<file path="config.mk">
export PLATFORM = sky130hd
export DESIGN_NAME = pix_bus_arbiter
export DESIGN_NICKNAME = d
export VERILOG_FILES = /design/src/rtl/pix_bus_pkg.sv /design/src/rtl/bus_watchdog.sv /design/src/rtl/pix_bus_arbiter.sv
export SDC_FILE = /design/constraint.sdc
export NUM_CORES = 1
export LEC_CHECK = 0
export ABC_AREA = 1
export BUFFER_PORTS_ARGS = -buffer_cell sky130_fd_sc_hd__buf_2
export CORE_ASPECT_RATIO = 1.75
export CORE_MARGIN = 2
export CORE_UTILIZATION = 25
export CTS_CLUSTER_SIZE = 28
export DETAILED_ROUTE_END_ITERATION = 12
export RECOVER_POWER = 100
export SLEW_MARGIN = 10
export SYNTH_ARGS = -nofsm -noshare
export SYNTH_HDL_FRONTEND = slang
export SYNTH_SLANG_ARGS = --single-unit
</file>
<file path="constraint.sdc">
create_clock -name clk -period 5.8 [get_ports clk]
set_input_delay 0.29 -clock clk [delete_from_list [all_inputs] [get_ports clk]]
set_output_delay 0.29 -clock clk [all_outputs]
set_load 0.005 [all_outputs]
</file>
<file path="src/rtl/pix_bus_pkg.sv">
// pix_bus_pkg: shared mode/state encodings and pixel-to-byte address helper for the pixel bus
package pix_bus_pkg;
    typedef enum logic [1:0] {
        MODE_IDLE    = 2'b00,
        MODE_READ    = 2'b01,
        MODE_WRITE   = 2'b10,
        MODE_ILLEGAL = 2'b11
    } mode_t;
    typedef enum logic [1:0] {IDLE, ISSUE, WAIT, RESP} arb_state_t;
    localparam int ADDR_SHIFT = 2;
    function automatic logic [31:0] pix_addr(input logic [31:0] base, input logic [19:0] pix);
        return base + (32'(pix) << ADDR_SHIFT);
    endfunction
endpackage

</file>
<file path="src/rtl/bus_watchdog.sv">
// bus_watchdog: counts WAIT cycles and flags when the bus transfer has hung too long
module bus_watchdog #(
    parameter int TIMEOUT_CYC = 255
) (
    input  logic clk,
    input  logic rst_i,
    input  logic clr,
    input  logic en,
    output logic expired
);
    localparam int CW = $clog2(TIMEOUT_CYC + 1);
    logic [CW-1:0] cnt;
    assign expired = cnt == CW'(TIMEOUT_CYC);
    // count enabled cycles, saturating at the timeout value
    always_ff @(posedge clk or posedge rst_i)
        if (rst_i) cnt <= '0;
        else if (clr) cnt <= '0;
        else if (en && !expired) cnt <= cnt + CW'(1);
endmodule

</file>
<file path="src/rtl/pix_bus_arbiter.sv">
// pix_bus_arbiter: round-robin sharing of the pixel bus between the RC4 and Sobel cores
module pix_bus_arbiter
    import pix_bus_pkg::*;
#(
    parameter logic [31:0] RD_BASE_0   = 32'h0000_0000,
    parameter logic [31:0] WR_BASE_0   = 32'h0010_0000,
    parameter logic [31:0] RD_BASE_1   = 32'h0010_0000,
    parameter logic [31:0] WR_BASE_1   = 32'h0020_0000,
    parameter int          TIMEOUT_CYC = 255
) (
    input  logic        clk,
    input  logic        rst_i,
    input  logic [1:0]  req_mode_i    [0:1],
    input  logic [19:0] req_pix_num_i [0:1],
    input  logic [31:0] req_wdata_i   [0:1],
    output logic        req_dfb_o     [0:1],
    output logic [31:0] req_rdata_o,
    output logic        req_err_o,
    output logic        bus_req_o,
    output logic        bus_write_o,
    output logic [31:0] bus_addr_o,
    output logic [31:0] bus_wdata_o,
    input  logic        bus_done_i,
    input  logic [31:0] bus_rdata_i,
    output logic        grant_o
);
    localparam logic [1:0] S_IDLE  = IDLE;
    localparam logic [1:0] S_ISSUE = ISSUE;
    localparam logic [1:0] S_WAIT  = WAIT;
    localparam logic [1:0] S_RESP  = RESP;
    logic [1:0]  st;
    logic        last_grant;
    logic        abort;
    logic [1:0]  ill_q;
    logic [1:0]  pend;
    logic [1:0]  ill;
    logic        g;
    logic        wr;
    logic [31:0] base;
    logic        expired;
    // pick the winner among legal requesters and its region base
    always_comb begin
        pend[0] = req_mode_i[0] == MODE_READ || req_mode_i[0] == MODE_WRITE;
        pend[1] = req_mode_i[1] == MODE_READ || req_mode_i[1] == MODE_WRITE;
        ill[0]  = req_mode_i[0] == MODE_ILLEGAL;
        ill[1]  = req_mode_i[1] == MODE_ILLEGAL;
        g       = (pend == 2'b11) ? ~last_grant : pend[1];
        wr      = req_mode_i[g] == MODE_WRITE;
        base    = g ? (wr ? WR_BASE_1 : RD_BASE_1) : (wr ? WR_BASE_0 : RD_BASE_0);
    end
    bus_watchdog #(.TIMEOUT_CYC(TIMEOUT_CYC)) u_wd (
        .clk(clk),
        .rst_i(rst_i),
        .clr(st == S_ISSUE),
        .en(st == S_WAIT),
        .expired(expired)
    );
    // transaction sequencer; every output is a register updated here
    always_ff @(posedge clk or posedge rst_i)
        if (rst_i) begin
            st           <= S_IDLE;
            last_grant   <= 1'b1;
            abort        <= 1'b0;
            ill_q        <= 2'b00;
            grant_o      <= 1'b0;
            req_dfb_o[0] <= 1'b0;
            req_dfb_o[1] <= 1'b0;
            req_err_o    <= 1'b0;
            req_rdata_o  <= '0;
            bus_req_o    <= 1'b0;
            bus_write_o  <= 1'b0;
            bus_addr_o   <= '0;
            bus_wdata_o  <= '0;
        end else begin
            req_dfb_o[0] <= 1'b0;
            req_dfb_o[1] <= 1'b0;
            req_err_o    <= 1'b0;
            case (st)
                S_IDLE: begin
                    ill_q     <= ill;
                    req_err_o <= |(ill & ~ill_q);
                    if (|pend) begin
                        grant_o     <= g;
                        bus_write_o <= wr;
                        bus_addr_o  <= pix_addr(base, req_pix_num_i[g]);
                        bus_wdata_o <= req_wdata_i[g];
                        abort       <= 1'b0;
                        st          <= S_ISSUE;
                    end
                end
                S_ISSUE: begin
                    bus_req_o <= 1'b1;
                    st        <= S_WAIT;
                end
                S_WAIT:
                    if (bus_done_i) begin
                        bus_req_o <= 1'b0;
                        if (!bus_write_o) req_rdata_o <= bus_rdata_i;
                        st <= S_RESP;
                    end else if (expired) begin
                        bus_req_o   <= 1'b0;
                        req_rdata_o <= '0;
                        abort       <= 1'b1;
                        st          <= S_RESP;
                    end
                default: begin
                    req_dfb_o[grant_o] <= 1'b1;
                    req_err_o          <= abort;
                    last_grant         <= grant_o;
                    st                 <= S_IDLE;
                end
            endcase
        end
endmodule

</file>
# Word level (Yosys, flattened, before mapping)
# Cells that the tools add are included.
# Widths: inputs -> output; s select.
[totals]
wordCells = 92
latchBits = 0
memories = 0
mem_bits_ro = 0
ram_bits = 0
ff_bits = 116
[op_classes]
n_reduce_logical = 19
shift = 0
n_div = 0
addsub = 2
n_eq_ne = 16
magnitude_cmp = 3
mul = 0
bitwise = 5
muxes = 33
[ops]
columns = ["cell", "count"]
rows = [
  ["$mux 32", 6],
  ["$mux 20", 3],
  ["$mux 22", 2],
  ["$add 22x22->23", 1],
  ["$mux 21", 1],
  ["$mux 8", 2],
  ["$eq 2x2->1 const B", 7],
  ["$mux 2", 7],
  ["$add 8x1->8 const B", 1],
  ["$eq 8x8->1 const B", 1],
  ["$ne 2x2->1 const B", 4],
  ["$reduce_bool 2->1", 4],
  ["$mux 1", 7],
  ["$eq 2x1->1 const B", 3],
  ["$pmux 1 s2", 3],
  ["$pmux 2 s3", 1],
  ["$reduce_and 2->1", 3],
  ["$reduce_or 2->1", 3],
  ["$ge 2x2->1 const B", 2],
  ["$not 1->2", 2],
  ["$reduce_and 4->1", 1],
  ["$ne 3x3->1 const B", 1],
  ["$reduce_and 3->1", 1],
  ["$reduce_or 3->1", 1],
  ["other kinds (9)", 11],
]

# Logic depth before layout (Yosys ltp)
[depth]
word_depth = 12
ltp_mapped = 11
mapped_depth_nobuf = 11

# Modules after synthesis
# From an unflattened synthesis, not the netlist that was laid out.
[hier_totals]
hier_cells = 703
area_unflattened_um2 = 5490.3
[modules_own_cells]
columns = ["mod", "seq_area_each_um2", "area_each_um2", "n_inst", "cells_each"]
rows = [
  ["pix_bus_arbiter", 2428.6, 4983.5, 1, 634],
  ["bus_watchdog", 200.2, 506.7, 1, 69],
]

# Worst setup path after synthesis
# Ideal clock, no wire load.
[synth_path]
path_kind = "in2reg"
from = "input port req_mode_i[2] (netlist bit)"
to = "register bus_addr_o[21]"
slack_ps = 3690
required_time_ps = 5683
n_path_buf = 1
setup_ps = 117
arrival_ps = 1993
path_stages = 10
cell_sequence = "ha_1 -> nand2_1 -> nand2_2 -> inv_2 -> buf_2 -> ha_1 -> ha_1 -> fa_1 -> nand2_1 -> nand2_1"
[synth_between]
elab_chain_cells = 12
word_cells_on_any_way = 19
cone_classes = "1 x add/sub; 4 x eq/ne; 10 x mux; 1 x bitwise; 3 x reduce/logical"
[synth_rtl]
columns = ["item", "line_no", "rtl"]
rows = [
  ["start, declared", "pix_bus_arbiter.sv:13", "input logic [1:0] req_mode_i [0:1],"],
  ["$eq 2x1->1 or $eq 2x2->1 (tied branches)", "pix_bus_arbiter.sv:43", "pend[0] = req_mode_i[0] == MODE_READ || req_mode_i[0] == MODE_WRITE;"],
  ["$logic_or 1x1->1", "pix_bus_arbiter.sv:43", ""],
  ["$eq 2x2->1", "pix_bus_arbiter.sv:47", "g = (pend == 2'b11) ? ~last_grant : pend[1];"],
  ["$mux 1", "pix_bus_arbiter.sv:47", ""],
  ["$not 1->2 (not written as such)", "pix_bus_arbiter.sv:48, pix_bus_arbiter.sv:85", ""],
  ["$mux 2 (not written as such) (3 in a row)", "pix_bus_arbiter.sv:48", "wr = req_mode_i[g] == MODE_WRITE;"],
  ["$eq 2x2->1", "pix_bus_arbiter.sv:48", ""],
  ["$mux 21 or $mux 22 (tied branches)", "pix_bus_arbiter.sv:49", "base = g ? (wr ? WR_BASE_1 : RD_BASE_1) : (wr ? WR_BASE_0 : RD_BASE_0);"],
  ["$mux 22", "pix_bus_arbiter.sv:49", ""],
  ["$add 22x22->23", "pix_bus_pkg.sv:12", "return base + (32'(pix) << ADDR_SHIFT);"],
  ["end signal, assigned", "pix_bus_arbiter.sv:85", "bus_addr_o <= pix_addr(base, req_pix_num_i[g]);"],
  ["end, declared", "pix_bus_arbiter.sv:21", "output logic [31:0] bus_addr_o,"],
]
# Several ways; a longest one is shown, not always the timed one. The select of a mux whose other input is x is not followed.
# A chain may end at the register's enable or synchronous reset.

==> results.md <==
Min path:
- The worst hold path belongs to the class input port to flop.
- The number of cells on the worst hold path is 3.

Finish:
- The filler cells instantiated in the layout total around 2100.
- From synthesis to final layout, the design area changed by 30.2%.
- The utilization of the core after routing is 0.332.
- In the final design database the tool counted roughly 970 nets.
- In the final layout, the share of cells above drive strength 1 is 0.257.

Die:
- The full die area is approximately 21000 um2.
- The die span in x is between 100 and 150 um.
- The initial utilization of the core area, before any placement, comes to 0.255.
- The y dimension of the die is between 150 and 200 um.
- The floorplan has approximately 70 rows.
- The placeable core area is 19700 um2.
- 245 I/O pins were placed.

Clock network:
- The insertion delay to the later sink of the worst-skew pair is 350 ps.
- CTS placed an instance of sky130_fd_sc_hd__clkbuf_16 at the clock tree root.
- TritonCTS built the clock tree.
- The number of setup buffers added after CTS is 0.
- After clock tree synthesis, the clock-pin slew on the worst setup and hold paths is 80 ps.
- In this run the number of H-tree levels came out at 3.
- The TritonCTS buffer count is 9.
- The deepest clock path buffer count is 2.
- CTS saw 105 sinks.

Pwr:
- Of the total power, the clock network draws 0.209.
- Of the total power, registers draw 0.403.
- Of the total power, combinational logic draws 0.388.
- The internal cell power is around 1.9 mW.
- For this design the static power due to leakage is about 3.4 nW.
- The switching power share of the total is 0.403.
- Across the VDD grid, the largest voltage drop is 201 uV.
- The cell area power density is 479 nW/um2.
- The net switching power of the design is around 1.3 mW.

Route:
- The count of unresolved DRC violations after routing is 0.
- The DRC violation total after the first TritonRoute iteration is roughly 240.
- Dividing the detail-routed wire length by the instance count gives approximately 14 um.
- The total detailed-routing wirelength is between 15000 and 20000 um.
- The routed via count divided by cell count is approximately 4.5.
- The final antenna-violating net count is 0.
- For this run, the detailed router's first-pass iteration total came to 4.
- Summing over every cut layer, the via total after detailed routing is 4777.

Critical path:
- STA classifies the critical path endpoint as an async pin.
- In this run the worst path has a maximum fanout of 71.
- At the worst endpoint, the arrival time is approximately 3400 ps.
- For the worst setup path, the data required time is ~5900 ps.
- The length in cells of the worst reg-to-reg path is 6.
- The launching element type of the critical path is an input port.
- The critical path is of the input port to async pin type.

STA:
- Setup violations remaining at the end of the flow were counted as 0.
- Adding up every negative setup slack in the final design gives 0 ps.
- The portion of the clock cycle consumed by the worst path in the final layout is 0.561.
- The number of hold violations in the final report is 0.
- The measured slew at the worst slew-check pin is 2440 ps.
- Setup repair after global routing left no endpoint under its margin.
- Setup slack closes at between 2000 and 3000 ps.
- The clock arrives with 8.63 ps of skew.
- The number of max-slew violations in the final report is 206.
- Measured against its own limit, the worst slew margin works out to -0.627.
- The fmax is approximately 310 MHz.
- The post-layout minimum cycle time is 3260 ps.

Global routing:
- The via count of the first global-routing pass is slightly below 5000.
- The total global routing track utilization is 0.141.
- The number of antenna violations at the first check in global routing is 1.
- The total overflow left after global routing is 0.
- Entering global routing, the biggest net connects 72 pins.
- The first global-routing pass estimated about 24000 um of wire.

Run status:
- The run finished, with violations left.
- The checks that failed: max-capacitance violations, max-slew violations.

Synthesis:
- The top flip-flop cell by instance count after synthesis is sky130_fd_sc_hd__dfrtp_1.
- The number of enable flip-flop cells after synthesis is 0.
- The gate count after technology mapping is 597.
- The share of async-settable or async-resettable flops after synthesis is 1.00.
- The flip-flop and latch count after synthesis is ~110.
- The cell area after synthesis is 5010 um2.
- The cell taking the most area after synthesis is sky130_fd_sc_hd__dfrtp_1.
- The average footprint of a synthesized cell is 8.39 um2.
- In the post-synthesis netlist, the biggest area contributors are sky130_fd_sc_hd__dfrtp_1, sky130_fd_sc_hd__nand2_1, sky130_fd_sc_hd__o21ai_0.
- The number of synthesis warnings is 0.
- Yosys instantiated no cell more often than sky130_fd_sc_hd__nand2_1.
- Yosys mapped the design onto 27 distinct sky130hd cell types.
- The portion of synthesized cell area occupied by the leading cell type is 0.520.
- The commonest cells after synthesis are sky130_fd_sc_hd__nand2_1, sky130_fd_sc_hd__dfrtp_1, sky130_fd_sc_hd__o21ai_0.
- For this run, the register share of the synthesized area comes to 0.525.

Placed design:
- The post-place setup slack is 2840 ps.
- Port buffering added ~230 buffers.
- The sum of net half-perimeters after detailed placement is 10900 um.
- The routability congestion estimate from global placement is just over 0.8.

Run:
- The number of max-capacitance violations reported is 4.
path summary, 6_finish.rpt:
check	from	to	slack [ps]
max	rst_i	bus_addr_o[3]$_DFFE_PP0P_	2540
min	bus_rdata_i[0]	req_rdata_o[0]$_DFFE_PP0P_	190
max reg2reg	st[0]$_DFFE_PP0P_	req_rdata_o[15]$_DFFE_PP0P_	2590
min reg2reg	req_rdata_o[19]$_DFFE_PP0P_	req_rdata_o[19]$_DFFE_PP0P_	470
max in group clk	st[0]$_DFFE_PP0P_	req_rdata_o[15]$_DFFE_PP0P_	2590
min in group asynchronous	rst_i	req_rdata_o[29]$_DFFE_PP0P_	850
timing repair:
item | in CTS | in global routing
hold buffers | 1 | 0
hold endpoints to repair | 34 | 0
gates resized for setup | 0 | 0
metrics by stage:
step | hold slack, ps | cells | total power, mW | area (um2)
floorplan | 442 | 607 | 2.02 | 5050
global placement | 340 | 1044 | 2.56 | 6310
detailed placement | 342 | 1044 | 2.58 | 6310
CTS | 179 | 1061 | 3.25 | 6630
global route | 197 | 1062 | 3.42 | 6520
finish | 192 | 1062 | 3.12 | 6520
per-layer routing:
metal	wire, um	vias up	GRT usage
met3	617	29	0.0190
met4	533	0	0.0702
li1	-	2356	-
met2	8210	167	0.263
met1	5750	2225	0.157
met5	0	-	0
kinds of logic (layout without fill, tap and decap cells):
group                    Yosys count  in the layout  synth area share
other                              1             12          0.000749
AND/OR/NAND/NOR                  292            292             0.256
AO/OA/AOI/OAI                    115            115             0.116
buffers and inverters             72            281            0.0722
adder cells (fa/ha/maj)           11             11            0.0290
XOR/XNOR                           1              1           0.00175
flip-flops                       105            105             0.525
cell type report:
| class | count | area, um2 | area share |
|---|---|---|---|
| flip-flops and latches | 105 | 2630 | 0.403 |
| clock inverters | 7 | 83.8 | 0.0129 |
| diodes | 1 | 2.50 | 0.000384 |
| repair buffers | 240 | 1140 | 0.175 |
| inverters | 25 | 95.1 | 0.0146 |
| well taps | 245 | 307 | 0.0470 |
| clock buffers | 9 | 225 | 0.0345 |
| multi-input cells | 430 | 2040 | 0.312 |
cells in the final DEF, fill, tap and decap left out, types with 2 or more instances in the layout:
| cell type | count |
|---|---|
| sky130_fd_sc_hd__buf_2 | 177 |
| sky130_fd_sc_hd__nand2_1 | 175 |
| sky130_fd_sc_hd__o21ai_0 | 110 |
| sky130_fd_sc_hd__dfrtp_1 | 104 |
| sky130_fd_sc_hd__nor2_1 | 60 |
| sky130_fd_sc_hd__clkbuf_1 | 58 |
| sky130_fd_sc_hd__nand4_1 | 34 |
| sky130_fd_sc_hd__inv_1 | 23 |
| sky130_fd_sc_hd__conb_1 | 11 |
| sky130_fd_sc_hd__ha_1 | 10 |
| sky130_fd_sc_hd__nand3_1 | 9 |
| sky130_fd_sc_hd__clkbuf_16 | 9 |
| sky130_fd_sc_hd__nand2_2 | 5 |
| sky130_fd_sc_hd__a21oi_1 | 4 |
| sky130_fd_sc_hd__nand3b_1 | 3 |
| sky130_fd_sc_hd__inv_6 | 3 |
| sky130_fd_sc_hd__buf_4 | 3 |
| sky130_fd_sc_hd__nor2_4 | 2 |
| sky130_fd_sc_hd__nand2_4 | 2 |
| sky130_fd_sc_hd__inv_8 | 2 |
registers in the layout, summed over array words and instances, names as in the netlist:
| signal | cells |
|---|---|
| req_dfb_o | 2 |
| bus_wdata_o | 32 |
| bus_req_o | 1 |
| bus_addr_o | 21 |
| abort | 1 |
| req_rdata_o | 32 |
| last_grant | 1 |
| ill_q | 2 |
| grant_o | 1 |
| bus_write_o | 1 |
| req_err_o | 1 |
| u_wd.cnt | 8 |
| st | 2 |
worst max-delay path, cell delays in order:
cell                            delay (ps)
sky130_fd_sc_hd__dlygate4sd3_1         530
sky130_fd_sc_hd__buf_2                 120
sky130_fd_sc_hd__clkinvlp_2            900
sky130_fd_sc_hd__clkbuf_2             1480
power groups by stage:
stage               registers [mW]  logic [mW]  clock network (mW)
CTS                           1.26        1.31               0.684
global route                  1.30        1.41               0.706
finish                        1.26        1.21               0.652
detailed placement            1.27        1.31                   0
global placement              1.27        1.29                   0
floorplan                     1.28       0.733                   0
No activity file was read; power rests on OpenSTA's default activity.
